### config.mk
export PLATFORM = sky130hd
export DESIGN_NAME = pic_timer_gen
export DESIGN_NICKNAME = d
export VERILOG_FILES = /design/src/rtl/pic_timer_pkg.sv /design/src/rtl/timer_prescaler.sv /design/src/rtl/pic_timer_gen.sv
export SDC_FILE = /design/constraint.sdc
export NUM_CORES = 1
export LEC_CHECK = 0
export ABC_AREA = 1
export BUFFER_PORTS_ARGS = -buffer_cell sky130_fd_sc_hd__buf_2
export CAP_MARGIN = 20
export CORE_MARGIN = 2
export CORE_UTILIZATION = 51
export CTS_CLUSTER_DIAMETER = 150
export DETAILED_ROUTE_END_ITERATION = 8
export HOLD_SLACK_MARGIN = 0.03
export PLACE_DENSITY_LB_ADDON = 0.3
export SYNTH_ARGS = -nofsm -noshare
export SYNTH_HDL_FRONTEND = slang
export SYNTH_SLANG_ARGS = --single-unit
export TNS_END_PERCENT = 1
### constraint.sdc
create_clock -name clk -period 1.62 [get_ports clk]
set_input_delay 0.081 -clock clk [delete_from_list [all_inputs] [get_ports clk]]
set_output_delay 0.081 -clock clk [all_outputs]
set_load 0.02 [all_outputs]
### src/rtl/pic_timer_pkg.sv
// pic_timer_pkg: shared encodings and prescaler ratio table for the PIC timer family.
//   SRC_*   : src_sel encodings (clkout strobe / external pin)
//   EDGE_*  : edge_sel encodings (rising / falling external edge)
//   PS_MAX  : terminal prescaler count per ps setting, ratio 2^(ps+1)
package pic_timer_pkg;

    localparam logic SRC_CLKOUT = 1'b0;
    localparam logic SRC_EXT    = 1'b1;

    localparam logic EDGE_RISE  = 1'b0;
    localparam logic EDGE_FALL  = 1'b1;

    localparam logic [7:0] PS_MAX [8] = '{8'd1, 8'd3, 8'd7, 8'd15, 8'd31, 8'd63, 8'd127, 8'd255};

endpackage

### src/rtl/timer_prescaler.sv
// timer_prescaler: 8-bit tick divider, ratio 2^(ps+1); bypassed when en=0.
//   clk, rst_n : clock, asynchronous active-low reset
//   clr        : synchronous clear of the divider count (counter write)
//   tick_in    : input tick strobe
//   en         : 1 = divide, 0 = pass tick_in straight through (count held at 0)
//   ps         : ratio select
//   tick_out   : divided tick strobe, same cycle as the terminal input tick
module timer_prescaler
    import pic_timer_pkg::*;
(
    input  logic       clk,
    input  logic       rst_n,
    input  logic       clr,
    input  logic       tick_in,
    input  logic       en,
    input  logic [2:0] ps,
    output logic       tick_out
);

    logic [7:0] cnt_q, cnt_d;
    logic       at_max;

    assign at_max = (cnt_q == PS_MAX[ps]);

    always_comb begin
        tick_out = en ? (tick_in & at_max) : tick_in;
        cnt_d    = cnt_q;
        if (clr || !en) begin
            cnt_d = '0;
        end else if (tick_in) begin
            // A count above the new terminal (ps lowered) simply wraps through 255.
            cnt_d = at_max ? 8'd0 : cnt_q + 8'd1;
        end
    end

    always_ff @(posedge clk or negedge rst_n) begin
        if (!rst_n) begin
            cnt_q <= '0;
        end else begin
            cnt_q <= cnt_d;
        end
    end

endmodule

### src/rtl/pic_timer_gen.sv
// pic_timer_gen: WIDTH-bit TMR1/TMR2-class timer.
//   clk, rst_n            : Fosc, asynchronous active-low reset
//   clkout_en             : Fosc/4 internal tick strobe
//   ext_clk_in, edge_sel  : async external clock pin and its active edge
//   src_sel               : tick source select
//   gate_en/gate_in/gate_pol : optional async gate and its polarity
//   ps_en, ps             : prescaler enable and ratio
//   period_en, period_in  : period-match mode and match value
//   post                  : postscaler select (ratio post+1)
//   wr_lo, wr_hi, rd_lo, data_in : 8-bit register bus with atomic 16-bit access
//   cnt_lo_out, cnt_hi_out: live low byte, latched high byte
//   flag_set_en, tmr_out  : postscaled interrupt strobe, event toggle output
module pic_timer_gen
    import pic_timer_pkg::*;
#(
    parameter int unsigned WIDTH     = 16,
    parameter int unsigned POST_BITS = 4
) (
    input  logic                 clk,
    input  logic                 rst_n,
    input  logic                 clkout_en,
    input  logic                 ext_clk_in,
    input  logic                 src_sel,
    input  logic                 edge_sel,
    input  logic                 gate_en,
    input  logic                 gate_in,
    input  logic                 gate_pol,
    input  logic                 ps_en,
    input  logic [2:0]           ps,
    input  logic                 period_en,
    input  logic [WIDTH-1:0]     period_in,
    input  logic [POST_BITS-1:0] post,
    input  logic                 wr_lo,
    input  logic                 wr_hi,
    input  logic                 rd_lo,
    input  logic [7:0]           data_in,
    output logic [7:0]           cnt_lo_out,
    output logic [7:0]           cnt_hi_out,
    output logic                 flag_set_en,
    output logic                 tmr_out
);

    logic                 ext_s1_q, ext_s2_q, ext_prev_q, ext_tick_q;
    logic                 gate_s1_q, gate_s2_q;
    logic [WIDTH-1:0]     cnt_q, cnt_d;
    logic [7:0]           hi_buf_q, rd_buf_q;
    logic [POST_BITS-1:0] post_q, post_d;
    logic                 flag_q, flag_d;
    logic                 tout_q;
    logic                 ext_edge, raw_tick, gate_act, tick, ps_tick, event_hit;
    logic [15:0]          cnt_ext, load_val;

    assign cnt_ext  = 16'(cnt_q);
    assign load_val = (WIDTH == 16) ? {hi_buf_q, data_in} : {8'h00, data_in};

    always_comb begin
        unique case (edge_sel)
            EDGE_RISE: ext_edge = ext_s2_q & ~ext_prev_q;
            EDGE_FALL: ext_edge = ~ext_s2_q & ext_prev_q;
            default:   ext_edge = 1'b0;
        endcase
        unique case (src_sel)
            SRC_CLKOUT: raw_tick = clkout_en;
            SRC_EXT:    raw_tick = ext_tick_q;
            default:    raw_tick = 1'b0;
        endcase
        gate_act = gate_pol ? gate_s2_q : ~gate_s2_q;
        tick     = raw_tick & (~gate_en | gate_act);
    end

    timer_prescaler u_prescaler (
        .clk      (clk),
        .rst_n    (rst_n),
        .clr      (wr_lo),
        .tick_in  (tick),
        .en       (ps_en),
        .ps       (ps),
        .tick_out (ps_tick)
    );

    always_comb begin
        cnt_d     = cnt_q;
        event_hit = 1'b0;
        if (wr_lo) begin
            // A counter write swallows any coincident tick.
            cnt_d = WIDTH'(load_val);
        end else if (ps_tick) begin
            if (period_en && (cnt_q == period_in)) begin
                cnt_d     = '0;
                event_hit = 1'b1;
            end else begin
                // In period mode an overshoot runs to all-ones and wraps without an event.
                cnt_d     = cnt_q + WIDTH'(1);
                event_hit = ~period_en & (&cnt_q);
            end
        end

        post_d = post_q;
        flag_d = 1'b0;
        if (event_hit) begin
            if (post_q == post) begin
                post_d = '0;
                flag_d = 1'b1;
            end else begin
                post_d = post_q + POST_BITS'(1);
            end
        end
    end

    always_ff @(posedge clk or negedge rst_n) begin
        if (!rst_n) begin
            ext_s1_q   <= 1'b0;
            ext_s2_q   <= 1'b0;
            ext_prev_q <= 1'b0;
            ext_tick_q <= 1'b0;
            gate_s1_q  <= 1'b0;
            gate_s2_q  <= 1'b0;
            cnt_q      <= '0;
            hi_buf_q   <= '0;
            rd_buf_q   <= '0;
            post_q     <= '0;
            flag_q     <= 1'b0;
            tout_q     <= 1'b0;
        end else begin
            ext_s1_q   <= ext_clk_in;
            ext_s2_q   <= ext_s1_q;
            ext_prev_q <= ext_s2_q;
            // Registered edge strobe: pin edge at clk edge k reaches the counter at k+3.
            ext_tick_q <= ext_edge;
            gate_s1_q  <= gate_in;
            gate_s2_q  <= gate_s1_q;
            cnt_q      <= cnt_d;
            if (wr_hi && (WIDTH == 16)) begin
                hi_buf_q <= data_in;
            end
            if (rd_lo) begin
                rd_buf_q <= cnt_ext[15:8];
            end
            post_q     <= post_d;
            flag_q     <= flag_d;
            tout_q     <= tout_q ^ event_hit;
        end
    end

    assign cnt_lo_out  = cnt_ext[7:0];
    assign cnt_hi_out  = rd_buf_q;
    assign flag_set_en = flag_q;
    assign tmr_out     = tout_q;

endmodule

# Word-level counts from Yosys, hierarchy flattened
# Memories as Yosys holds them, arrays and structs flattened.
# Cells that the tools add are included.
[totals]
memories = 1
reg_bits = 52
output_inout_bits = 18
mem_bits_ro = 64
[memory_table]
columns = ["name", "words", "width", "read_ports", "rd_clocked_by_memory_dff", "write_ports", "line", "rtl"]
rows = [
  ["(name not given)", 8, 8, 1, 0, 0, "timer_prescaler.sv:23", "assign at_max = (cnt_q == PS_MAX[ps]);"],
]
[classes]
reduce_logical = 6
addsub = 3
eq_ne = 3
n_bitwise = 15
n_mux = 18
magnitude_cmp = 1
[op_table]
columns = ["op", "n"]
rows = [
  ["2-to-1 mux 16 bit", 3],
  ["2-to-1 mux 8 bit", 5],
  ["adder 16 x 1 -> 16 bit, second input constant", 1],
  ["== test 16 bit", 1],
  ["AND reduction 16 bit", 1],
  ["adder 8 x 1 -> 8 bit, second input constant", 1],
  ["== test 8 bit", 1],
  ["2-to-1 mux 1 bit", 7],
  ["inverter 1 bit", 7],
  ["bitwise AND 1 bit", 5],
  ["adder 4 x 1 -> 4 bit, second input constant", 1],
  ["== test 4 bit", 1],
  [">= comparator 4 bit, second input constant", 1],
  ["2-to-1 mux 4 bit", 1],
  ["inverter 3 -> 4 bit", 1],
  ["case mux 1 bit (2 select lines)", 2],
  ["nonzero test 2 bit", 2],
  ["logical AND 1 bit", 1],
  ["logical NOT 1 bit", 1],
  ["logical OR 1 bit", 1],
  ["OR 1 bit", 1],
  ["XOR 1 bit", 1],
]

# Longest topological paths before layout
# Gate-level depths: netlist of run 1.
[logic_depth]
ltp_word = 10
mapped_depth = 15
depth_no_buf = 13

# By module
# A second synthesis of run 1 with hierarchy kept.
[hier_totals]
hier_cells = 451
hier_area_um2 = 3345.7
[by_module_without_submodules]
columns = ["mod", "area_per_inst_um2", "cells_per_inst", "instances", "seq_area_each_um2"]
rows = [
  ["pic_timer_gen", 2675.1, 348, 1, 1101.1],
  ["timer_prescaler", 670.6, 103, 1, 200.2],
]

# Least setup slack after synthesis of run 1
# OpenSTA, ideal clock, no wires.
[synth_timing]
path_type = "reg-to-reg"
startpoint = "register cnt_q[0] (netlist: cnt_ext[0])"
endpoint = "register tout_q (netlist: tmr_out)"
n_path_buf = 0
path_slack_ns = -0.044
t_arrival_ns = 1.547
path_stages_with_launch = 11
required_ns = 1.503
path_cell_list = "dfrtp_1 > ha_1 > nand2_2 > nor3_4 > nand2_1 > nor2_2 > nand2_1 > a21oi_1 > nand2_1 > nand2_1 > nand2_1"
[synth_via]
elab_chain_len = 6
[synth_rtl]
columns = ["element", "line", "rtl"]
rows = [
  ["start: declaration", "pic_timer_gen.sv:45", "logic [WIDTH-1:0] cnt_q, cnt_d;"],
  ["start signal: assignment", "pic_timer_gen.sv:132", "cnt_q <= cnt_d;"],
  ["AND reduction 16 bit / == test 16 bit (equally long branches)", "pic_timer_gen.sv:94, pic_timer_gen.sv:88", ""],
  ["bitwise AND 1 bit / logical AND 1 bit (equally long branches)", "pic_timer_gen.sv:94, pic_timer_gen.sv:88", ""],
  ["2-to-1 mux 1 bit *", "pic_timer_gen.sv:88", "if (period_en && (cnt_q == period_in)) begin"],
  ["2-to-1 mux 1 bit *", "pic_timer_gen.sv:87", "end else if (ps_tick) begin"],
  ["2-to-1 mux 1 bit *", "pic_timer_gen.sv:84", "if (wr_lo) begin"],
  ["XOR 1 bit *", "pic_timer_gen.sv:141", "tout_q <= tout_q ^ event_hit;"],
  ["end signal: assignment", "pic_timer_gen.sv:141", ""],
  ["end: declaration", "pic_timer_gen.sv:49", "logic tout_q;"],
]
# Every way passes the cells marked *; elsewhere a longest branch is shown, timed or not.
# A chain may end at the register's enable or synchronous reset.

# Worst setup path after layout of run 1
[layout_timing]
startpoint = "register cnt_q[6] (netlist: cnt_ext[6])"
endpoint = "register cnt_q[5] (netlist: cnt_ext[5])"
[layout_via]
elab_chain_len = 5
[layout_rtl]
columns = ["element", "line"]
rows = [
  ["== test 16 bit", "pic_timer_gen.sv:88"],
  ["logical AND 1 bit", "pic_timer_gen.sv:88"],
  ["2-to-1 mux 16 bit", "pic_timer_gen.sv:88"],
  ["2-to-1 mux 16 bit", "pic_timer_gen.sv:87"],
  ["2-to-1 mux 16 bit", "pic_timer_gen.sv:84"],
]
# No other way between the ends. The select of a mux whose other input is x is not followed.

==> flow_summary.toml, run 1 <==
[setup_path]
crit_fanout = 7
cpMaxStageDelayCell = "dfrtp_1"
setup.worst_path.end_class = "register"
critPathKind = "reg -> reg"
crit_path_frequent_cell = "nand2_1"
cp_cell_sequence = "inv_2 > nand2_1 > nand4_1 > nor2_1 > nand3_2 > nand2_2 > buf_4 > o21ai_0 > nand2_1 > nand2_1"
cp_slowest_stage_delay_ps = 430
arrival_ps = 1870
cp.required_ps = 1830
startpoint_type = "register"

[placement]
port_buffers = 62
dp_hpwl_mm = 7.947
routabilityCongestion = 0.9432
dpl-instance-area_um2 = 4466
dp_cells = 758

[synthesis]
synth_mux_area_frac = 0.02197
syn_area_um2 = 3588
synth_common_cells = "213 x nand2_1, 68 x nor2_1, 56 x inv_1"
synth_compound_area_frac = 0.06346
synth_xor_area_frac = 0.04881
yosys-top-cells-area = "dfrtp_1 36%, nand2_1 22%, nor2_1 7.1%"
seq_area_frac_synth = 0.3626
netlist.area_leader.share = 0.3626
synth-simple-area-share = 0.3926
postSynthCellCount = 544
ys_types = 33
synth_nets = 592
synth_fa_ha_area_frac = 0.01046
synth_seq_cells = 52
yosysWarnings = 0
avgSynthCellArea_um2 = 6.596
synth_top_family_by_area = "simple AND/OR/NAND/NOR gates"
ys.flop_type = "dfrtp_1"
synth_edf_count = 0
async_flop_share = 1.000
synth_most_common_cell = "nand2_1"
synth_top_area_cell = "dfrtp_1"

[job]
cap_violations = 0

[sta]
layout_min_cycle_time_ps = 1659
fmax_mhz = 602.9
finalCritPeriodShare = 1.024
rsz0062_at_grt = "true"
fin_ws_ps = -38.51
clock_skew_ps = 7.494
hold_violations = 0
finalSetupViolCount = 11
maxSlewViolCount = 0
slew_headroom = 0.6908
tightest_slew_ps = 463.9

[route]
wirelength_mm = 10.13
firstDrtPassIters = 4
drt-wirelength-per-cell_um = 13.01
vias_per_cell = 5.027
drc = 0
drtIter0Drc = 183
ant_nets = 0
vias = 3916

[clock_tree]
clock_sinks = 52
clkLatencyLatePin_ps = 310
cts_root_buffer = "clkbuf_8"
htree_levels = 2
clk_pin_slew_ps = 100
tritoncts = "yes"
clockBufferDepth = 2
cts_buffers = 5

[power_and_ir_drop]
power_leakage_nw = 2.627
peakVddDrop_mv = 0.5548
power_density_nw_per_um2 = 808.6

[status]
violations = "negative setup slack"
status = "complete, but fails checks"

[grt]
track_usage = 0.2691
grt_pass1_vias = 3824
grt_max_degree = 21
antenna_found_initial = 0
grt_pass1_wl_mm = 16.48
overflow = 0

[finish]
fin_nets = 730
drive_gt1_frac = 0.2840
antennaDiodeCount = 0
final_area_um2 = 4761
filler_cell_count = 591
area_growth_pct = 32.67
final_cell_count_no_fill = 779

[floorplan]
die_height_um = 87.88
dieArea_um2 = 7723
io_pins = 63
rows = 30
die_x_um = 87.88
core_um2 = 6794
initial_utilization = 0.5282

[hold_path]
min_path_type = "in -> reg"
## where the power goes
part | switching (mW) | total, mW | internal [mW]
Sequential | 0.135 | 1.57 | 1.43
Clock | 0.446 | 0.913 | 0.468
Combinational | 0.752 | 1.37 | 0.617
Total | 1.33 | 3.85 | 2.52
## stage by stage
stage / setup TNS [ps] / util / setup WS (ps) / power, mW / hold slack, ps
floorplan: -21.79 / - / -21.79 / 2.286 / -214.6
global placement: -812.1 / 0.6573 / -81.25 / 2.843 / 48.04
detailed placement: -1493 / 0.6573 / -127.7 / 2.875 / 55.41
CTS: -689.6 / 0.6928 / -83.27 / 3.828 / 32.73
global route: -3134 / 0.7007 / -211.7 / 4.072 / 34.43
finish: -136.3 / 0.7007 / -38.51 / 3.849 / 40.78
## area by class of cell
cell class	count	area (um^2)	share of cell area
clock inverter	2	38.79	0.008147
timing repair buffer	150	996.0	0.2092
multi-input combinational	412	1994	0.4189
tap	96	120.1	0.02523
sequential	52	1305	0.2741
clock buffer	6	72.57	0.01524
inverter	61	234.0	0.04915
## worst max-delay path: cells and delay by family, from the launching register on
kind | cells | cell delay, ps
buffers and inverters | 2 | 250
AOI/OAI and AO/OA | 1 | 90
DFF | 1 | 430
and+or+nand+nor | 7 | 790
## state kept, by name, indices dropped and copies added, names as in the netlist, 4 cells and up
register,cells
cnt_ext,16
cnt_hi_out,8
hi_buf_q,8
u_prescaler.cnt_q,8
post_q,4
## logic make-up (layout without fill, tap and decap cells)
group,count (synthesis),count (layout)
xor+xnor,20,20
flops,52,52
simple gates,339,339
compound gates,43,43
mux,7,7
fa+ha+maj,3,3
buf+inv,80,219
## cells in the final DEF, fill, tap and decap left out, types with 2 or more instances in the layout
cell type	instances
ha_1	2
nand2_4	2
mux2_2	7
inv_1	54
o21ai_1	5
nor2_1	63
a21oi_1	15
nand2_2	9
xnor2_1	2
dfrtp_1	49
xor2_1	18
dfrtp_2	3
clkbuf_8	5
buf_2	62
nand3_2	3
dlygate4sd3_1	10
o21ai_0	18
buf_4	78
nand4_1	9
inv_2	6
a21oi_2	2
inv_6	2
nand3_1	21
nor3_1	10
nand2_1	208
nor2_2	7
## worst paths after layout
kind	from	to	slack (ps)	cells past startpoint
worst min-delay path	data_in[3]	hi_buf_q[3]$_DFFE_PN0P_	40	2
min in group asynchronous	rst_n	hi_buf_q[7]$_DFFE_PN0P_	250	2
worst max register to register	cnt_ext[6]$_DFFE_PN0P_	cnt_ext[5]$_DFFE_PN0P_	-40	10
worst min register to register	gate_s1_q$_DFF_PN0_	gate_s2_q$_DFF_PN0_	360	0
worst max-delay path	cnt_ext[6]$_DFFE_PN0P_	cnt_ext[5]$_DFFE_PN0P_	-40	10
max in group asynchronous	rst_n	u_prescaler.cnt_q[3]$_DFFE_PN0P_	750	3
## per-layer routing
metal | wire [um] | global-route usage | part of all wire
met2 | 5393 | 0.5158 | 0.53
met3 | 384 | 0.03582 | 0.038
met4 | 133 | 0.06294 | 0.013
met1 | 4221 | 0.3155 | 0.42
met5 | 0 | 0 | 0
## repair_timing
action	CTS	global route
endpoints found under the hold margin	26	1
hold buffers	9	1
buffers inserted	2	1
pin swaps	6	2
gates resized for setup	11	13
setup endpoints to repair	22	25
Note: power is estimated with default switching activity, not from simulation.
==> run 2, diff against run 1 <==
--- a/config.mk
+++ b/config.mk
@@ -5,11 +5,12 @@
 export SDC_FILE = /design/constraint.sdc
 export NUM_CORES = 1
 export LEC_CHECK = 0
-export ABC_AREA = 1
 export BUFFER_PORTS_ARGS = -buffer_cell sky130_fd_sc_hd__buf_2
 export CAP_MARGIN = 20
+export CELL_PAD_IN_SITES_DETAIL_PLACEMENT = 0
+export CELL_PAD_IN_SITES_GLOBAL_PLACEMENT = 1
 export CORE_MARGIN = 2
-export CORE_UTILIZATION = 51
+export CORE_UTILIZATION = 38
 export CTS_CLUSTER_DIAMETER = 150
 export DETAILED_ROUTE_END_ITERATION = 8
 export HOLD_SLACK_MARGIN = 0.03
@@ -17,4 +18,4 @@
 export SYNTH_ARGS = -nofsm -noshare
 export SYNTH_HDL_FRONTEND = slang
 export SYNTH_SLANG_ARGS = --single-unit
-export TNS_END_PERCENT = 1
+export TNS_END_PERCENT = 100
==> run 2 against run 1 <==
The run still ends with negative setup slack left. Clock skew decreased by 3.3 ps. Critical path depth decreased by 3. Fmax decreased by 30%. Power decreased by 4.5%. Flip-flop and latch count unchanged. Critical path type unchanged. Largest power group unchanged.
==> flow_summary.toml, run 2 <==
[status]
violations = "negative setup slack"
status = "complete, but fails checks"

[synthesis]
synth_common_cells = "52 x dfrtp_1, 27 x nand2_1, 24 x nor2_1"
synth_seq_cells = 52
seq_area_frac_synth = 0.4359
ys.flop_type = "dfrtp_1"
netlist.area_leader.share = 0.4359
synth_nets = 355
yosys-top-cells-area = "dfrtp_1 44%, mux2_2 6.0%, xnor2_1 5.9%"
async_flop_share = 1.000
postSynthCellCount = 307
synth_edf_count = 0
synth_most_common_cell = "dfrtp_1"
synth_top_area_cell = "dfrtp_1"
ys_types = 45
avgSynthCellArea_um2 = 9.724
syn_area_um2 = 2985
yosysWarnings = 0

[clock_tree]
clockBufferDepth = 2
clkLatencyLatePin_ps = 310
clock_sinks = 52
cts_root_buffer = "clkbuf_8"
tritoncts = "yes"
cts_buffers = 5
clk_pin_slew_ps = 100
htree_levels = 2

[grt]
antenna_found_initial = 0
overflow = 0
grt_pass1_vias = 2801
grt_pass1_wl_mm = 14.19
track_usage = 0.2103
grt_max_degree = 33

[setup_path]
crit_path_start = "cnt_ext[15]$_DFFE_PN0P_"
cp_slowest_stage_delay_ps = 520
crit_fanout = 4
cp.required_ps = 1860
cp_cell_sequence = "xnor2_1 > nand4_1 > nor4_2 > nand3_1 > a2111o_1 > or4_4 > o211ai_2"
path_buf_inv = 0
cpMaxStageDelayCell = "a2111o_1"
arrival_ps = 2610
r2r_start = "cnt_ext[15]$_DFFE_PN0P_"
startpoint_type = "register"
critPathKind = "reg -> reg"
setup.worst_path.end_class = "register"
crit_family = "simple AND/OR/NAND/NOR gates"

[finish]
area_growth_pct = 51.17
multi_input_area_um2 = 1749
layout_commonest_cell = "buf_4"
filler_cell_count = 702
antennaDiodeCount = 0
post-route-util = 0.5871
ff_latch_area_um2 = 1304
fin_nets = 506
layout_common_cells = "81 x buf_4, 62 x buf_2, 50 x dfrtp_1"
final_cell_count_no_fill = 561
drive_gt1_frac = 0.4793
largest_reg_flops = 16

[floorplan]
die_x_um = 92.64
io_pins = 63
die_height_um = 92.64
dieArea_um2 = 8581
rows = 32
initial_utilization = 0.3883
core_um2 = 7687

[route]
vias = 2948
vias_per_cell = 5.255
drt-wirelength-per-cell_um = 15.67
wirelength_mm = 8.792
ant_nets = 0
drc = 0
firstDrtPassIters = 4
drtIter0Drc = 169

[placement]
routabilityCongestion = 0.8733
dp_hpwl_mm = 6.471
dp_cells = 526
port_buffers = 62

[sta]
tightest_slew_ps = 533.7
slew_headroom = 0.6442
finalCritPeriodShare = 1.463
rsz0062_at_grt = "true"
finalSetupViolCount = 29
fmax_mhz = 422.0
hold_violations = 0
maxSlewViolCount = 0
layout_min_cycle_time_ps = 2370
clock_skew_ps = 4.240
fin_ws_ps = -749.7

[hold_path]
min_path_type = "in -> reg"
hold_start = "edge_sel"

[power_and_ir_drop]
peakVddDrop_mv = 0.3631
power_leakage_nw = 2.006
power_density_nw_per_um2 = 814.2
finalPower_mw = 3.675

[job]
cap_violations = 0
run 2: area by class of cell:
type / instances / area share
inverter: 4 / 0.003327
clock buffer: 5 / 0.01525
timing repair buffer: 164 / 0.2567
clock inverter: 3 / 0.01996
tap: 102 / 0.02828
multi-input combinational: 231 / 0.3876
sequential: 52 / 0.2889
run 2: cells by family after synthesis:
family,after synthesis,share of synthesized area
muxes,16,0.06035
buffers and inverters,24,0.04820
and+or+nand+nor,117,0.1995
DFF,52,0.4359
xor gates and xnor gates,30,0.08801
adders and majority gates,3,0.01257
AOI/OAI and AO/OA,65,0.1555
run 2: what timing repair did:
item | in CTS | in global routing
gates cloned | 1 | 0
setup endpoints to repair | 29 | 29
gates resized for setup | 37 | 20
hold buffers | 11 | 0
setup buffers | 13 | 3
endpoints found under the hold margin | 34 | 0
pin swaps | 29 | 22
run 2: through the flow:
| stage | setup WS, ps | TNS [ps] | hold WS, ps | instance area, um^2 |
|---|---|---|---|---|
| detailed placement | -846.1 | -16810 | 84.48 | 3911 |
| global placement | -787.2 | -15930 | 85.28 | 3911 |
| floorplan | -767.7 | -13160 | -214.6 | 3043 |
| finish | -749.7 | -17230 | 29.06 | 4513 |
| CTS | -702.9 | -17000 | 38.00 | 4418 |
| global route | -857.2 | -19080 | 31.26 | 4513 |
run 2: path summary, 6_finish.rpt:
check                                             to  slack [ps]  cells past startpoint
setup / recovery               post_q[3]$_DFFE_PN0P_        -750                      7
hold / removal                  ext_tick_q$_DFF_PN0_          30                      3
setup reg to reg               post_q[3]$_DFFE_PN0P_        -750                      7
hold reg to reg                  gate_s2_q$_DFF_PN0_         360                      0
max in group asynchronous     cnt_ext[7]$_DFFE_PN0P_         790                      3
min in group asynchronous  cnt_hi_out[3]$_DFFE_PN0P_         270                      2
run 2: power breakdown:
group          internal, mW  switching, mW  leakage [nW]
Sequential             1.41         0.0821         0.622
Clock                 0.773          0.462        0.0784
Combinational         0.479          0.471          1.31
Total                  2.66           1.02          2.01
run 2: worst min-delay path: cells and delay by family:
family	cells	cell delay (ps)
buf+inv	1	100
simple gates	1	60
compound gates	1	60
run 2: metal layers:
| metal | vias to the layer above | share of wire | GRT usage | wire length (um) |
|---|---|---|---|---|
| li1 | 1411 | - | - | - |
| met1 | 1450 | 0.45 | 0.3057 | 3960 |
| met2 | 80 | 0.48 | 0.3394 | 4244 |
| met3 | 7 | 0.059 | 0.02848 | 516 |
| met4 | 0 | 0.0080 | 0.04044 | 70 |
| met5 | - | 0 | 0 | 0 |
==> run 3, diff against run 2 <==
--- a/config.mk
+++ b/config.mk
@@ -9,7 +9,7 @@
 export CAP_MARGIN = 20
 export CELL_PAD_IN_SITES_DETAIL_PLACEMENT = 0
 export CELL_PAD_IN_SITES_GLOBAL_PLACEMENT = 1
-export CORE_MARGIN = 2
+export CORE_MARGIN = 4
 export CORE_UTILIZATION = 38
 export CTS_CLUSTER_DIAMETER = 150
 export DETAILED_ROUTE_END_ITERATION = 8
==> run 3 against run 2 <==
The run still ends with negative setup slack left. Critical endpoint is now cnt_ext[15]$_DFFE_PN0P_. Largest cell class unchanged. Die area is 8.8% higher. Global-route usage is 2.9 points lower. Highest routed layer unchanged. Largest power group unchanged. Clock skew is 2.2 ps higher.
==> flow_summary.toml, run 3 (synthesized netlist as in run 2, its figures left out) <==
[status]
status = "complete, but fails checks"
violations = "negative setup slack"

[hold_path]
whs_path_depth = 2
hold_start = "data_in[1]"
holdPathEnd = "cnt_ext[1]$_DFFE_PN0P_"
min_path_type = "in -> reg"

[setup_path]
crit_path_start = "u_prescaler.cnt_q[6]$_DFFE_PN0P_"
setup.worst_path.end_class = "register"
r2r-end = "cnt_ext[15]$_DFFE_PN0P_"
r2r_slack_ps = -720
critPathKind = "reg -> reg"
arrival_ps = 2570
crit_fanout = 6
reg2reg_depth = 7
startpoint_type = "register"
cp.required_ps = 1850
r2r_start = "u_prescaler.cnt_q[6]$_DFFE_PN0P_"

[clock_tree]
clock_sinks = 52
htree_levels = 2
cts_root_buffer = "clkbuf_8"
tritoncts = "yes"
clk_pin_slew_ps = 100
clockBufferDepth = 2
cts_buffers = 5
clkLatencyLatePin_ps = 300

[sta]
fin_setup_tns_ps = -15680
fmax_mhz = 428.0
slew_headroom = 0.6582
finalCritPeriodShare = 1.442
layout_min_cycle_time_ps = 2337
maxSlewViolCount = 0
finalSetupViolCount = 29
rsz0062_at_grt = "true"
fin_ws_ps = -716.7
tightest_slew_ps = 512.2
clock_skew_ps = 6.452
hold_violations = 0

[finish]
layout_commonest_cell = "buf_4"
largest_reg_flops = 16
fin_nets = 486
multi_input_area_um2 = 1787
area_growth_pct = 44.26
antennaDiodeCount = 0
drive_gt1_frac = 0.4647
ff_latch_area_um2 = 1304
layout_common_cells = "68 x buf_4, 62 x buf_2, 50 x dfrtp_1"
filler_cell_count = 707

[power_and_ir_drop]
finalPower_mw = 3.196
power_leakage_nw = 1.895
peakVddDrop_mv = 0.4378
power_density_nw_per_um2 = 742.1

[route]
drt-wirelength-per-cell_um = 15.89
drc = 0
drtIter0Drc = 96
firstDrtPassIters = 4
ant_nets = 0
vias = 2832
wl_met3_um = 536
topRoutingLayerUsed = "met4"
vias_per_cell = 5.235
wl_met2_mm = 4.008
wirelength_mm = 8.599
met1_length_mm = 3.956

[placement]
port_buffers = 62
routabilityCongestion = 0.8823
dp_hpwl_mm = 6.497

[grt]
overflow = 0
track_usage = 0.1815
grt_max_degree = 35
grt_pass1_vias = 2900
antenna_found_initial = 0
grt_pass1_wl_mm = 14.18

[floorplan]
initial_utilization = 0.3883
dieArea_um2 = 9338
die_height_um = 96.64
rows = 32
core_um2 = 7687
io_pins = 63
die_x_um = 96.64

[job]
cap_violations = 0
## run 3: changes by cell type in the layout (fill, tap and decap cells not counted), moves of 2 or more
cell / previous run / this run
a41oi_2: 2 / 0
buf_4: 81 / 68
a2bb2oi_1: 3 / 1
a21boi_0: 2 / 4
a21boi_1: 4 / 2
dlygate4sd3_1: 11 / 6
a2bb2oi_2: 2 / 4
bufinv_16: 3 / 0
o31ai_1: 0 / 2
o21ai_2: 6 / 3
o21ai_1: 3 / 5
## run 3: worst max path at each step
stage	to	slack, ps	cells after the start
2_1_floorplan	post_q[3]$_DFFE_PN0P_	-770	7
3_3_place_gp	cnt_ext[15]$_DFFE_PN0P_	-780	7
3_5_place_dp	cnt_ext[15]$_DFFE_PN0P_	-840	7
4_1_cts	cnt_ext[15]$_DFFE_PN0P_	-720	7
5_1_grt	post_q[3]$_DFFE_PN0P_	-820	7
6_report	cnt_ext[15]$_DFFE_PN0P_	-720	7
## run 3: cell type report
| cell class | count | area share |
|---|---|---|
| Tap cell | 102 | 0.02963 |
| Sequential cell | 52 | 0.3027 |
| Clock buffer | 7 | 0.02005 |
| Timing Repair Buffer | 144 | 0.2275 |
| Clock inverter | 1 | 0.001743 |
| Multi-Input combinational cell | 231 | 0.4149 |
| Inverter | 4 | 0.003486 |
## run 3: what timing repair did
action	in CTS	in global routing
hold buffers	6	0
cloned	0	0
gates resized for setup	26	27
buffers inserted	2	7
hold endpoints to repair	24	0
pin swaps	17	12
endpoints found under the setup margin	29	30
## run 3: power by group
group	internal [mW]	switching [mW]
clock	0.349	0.434
sequential	1.41	0.0869
combinational	0.449	0.470
total	2.20	0.991
## run 3: per-stage QoR
| stage | area, um^2 | util | hold WS (ps) | cells | worst slack, ps |
|---|---|---|---|---|---|
| 3_5_place_dp | 3859 | 0.5020 | 65.85 | 519 | -837.6 |
| 4_1_cts | 4121 | 0.5361 | 30.28 | 534 | -718.8 |
| 2_1_floorplan | 3043 | - | -214.6 | 307 | -767.7 |
| 5_1_grt | 4307 | 0.5602 | 36.34 | 541 | -815.3 |
| 6_report | 4307 | 0.5602 | 30.08 | 541 | -716.7 |
| 3_3_place_gp | 3859 | 0.5020 | 64.59 | 519 | -781.3 |
## run 3: critical path: stages, from the launching register on
cell and delay (ps):
dfrtp_1 390, or4_4 510, o211ai_2 80, nand3_2 90, o31a_1 280, or3_4 430, or3_1 320, a31oi_1 160
## run 3: routing by layer
metal,global-route usage,vias to the layer above
li1,-,1363
met1,0.2578,1371
met2,0.2877,89
met3,0.03389,9
met4,0.04212,0
met5,0,-
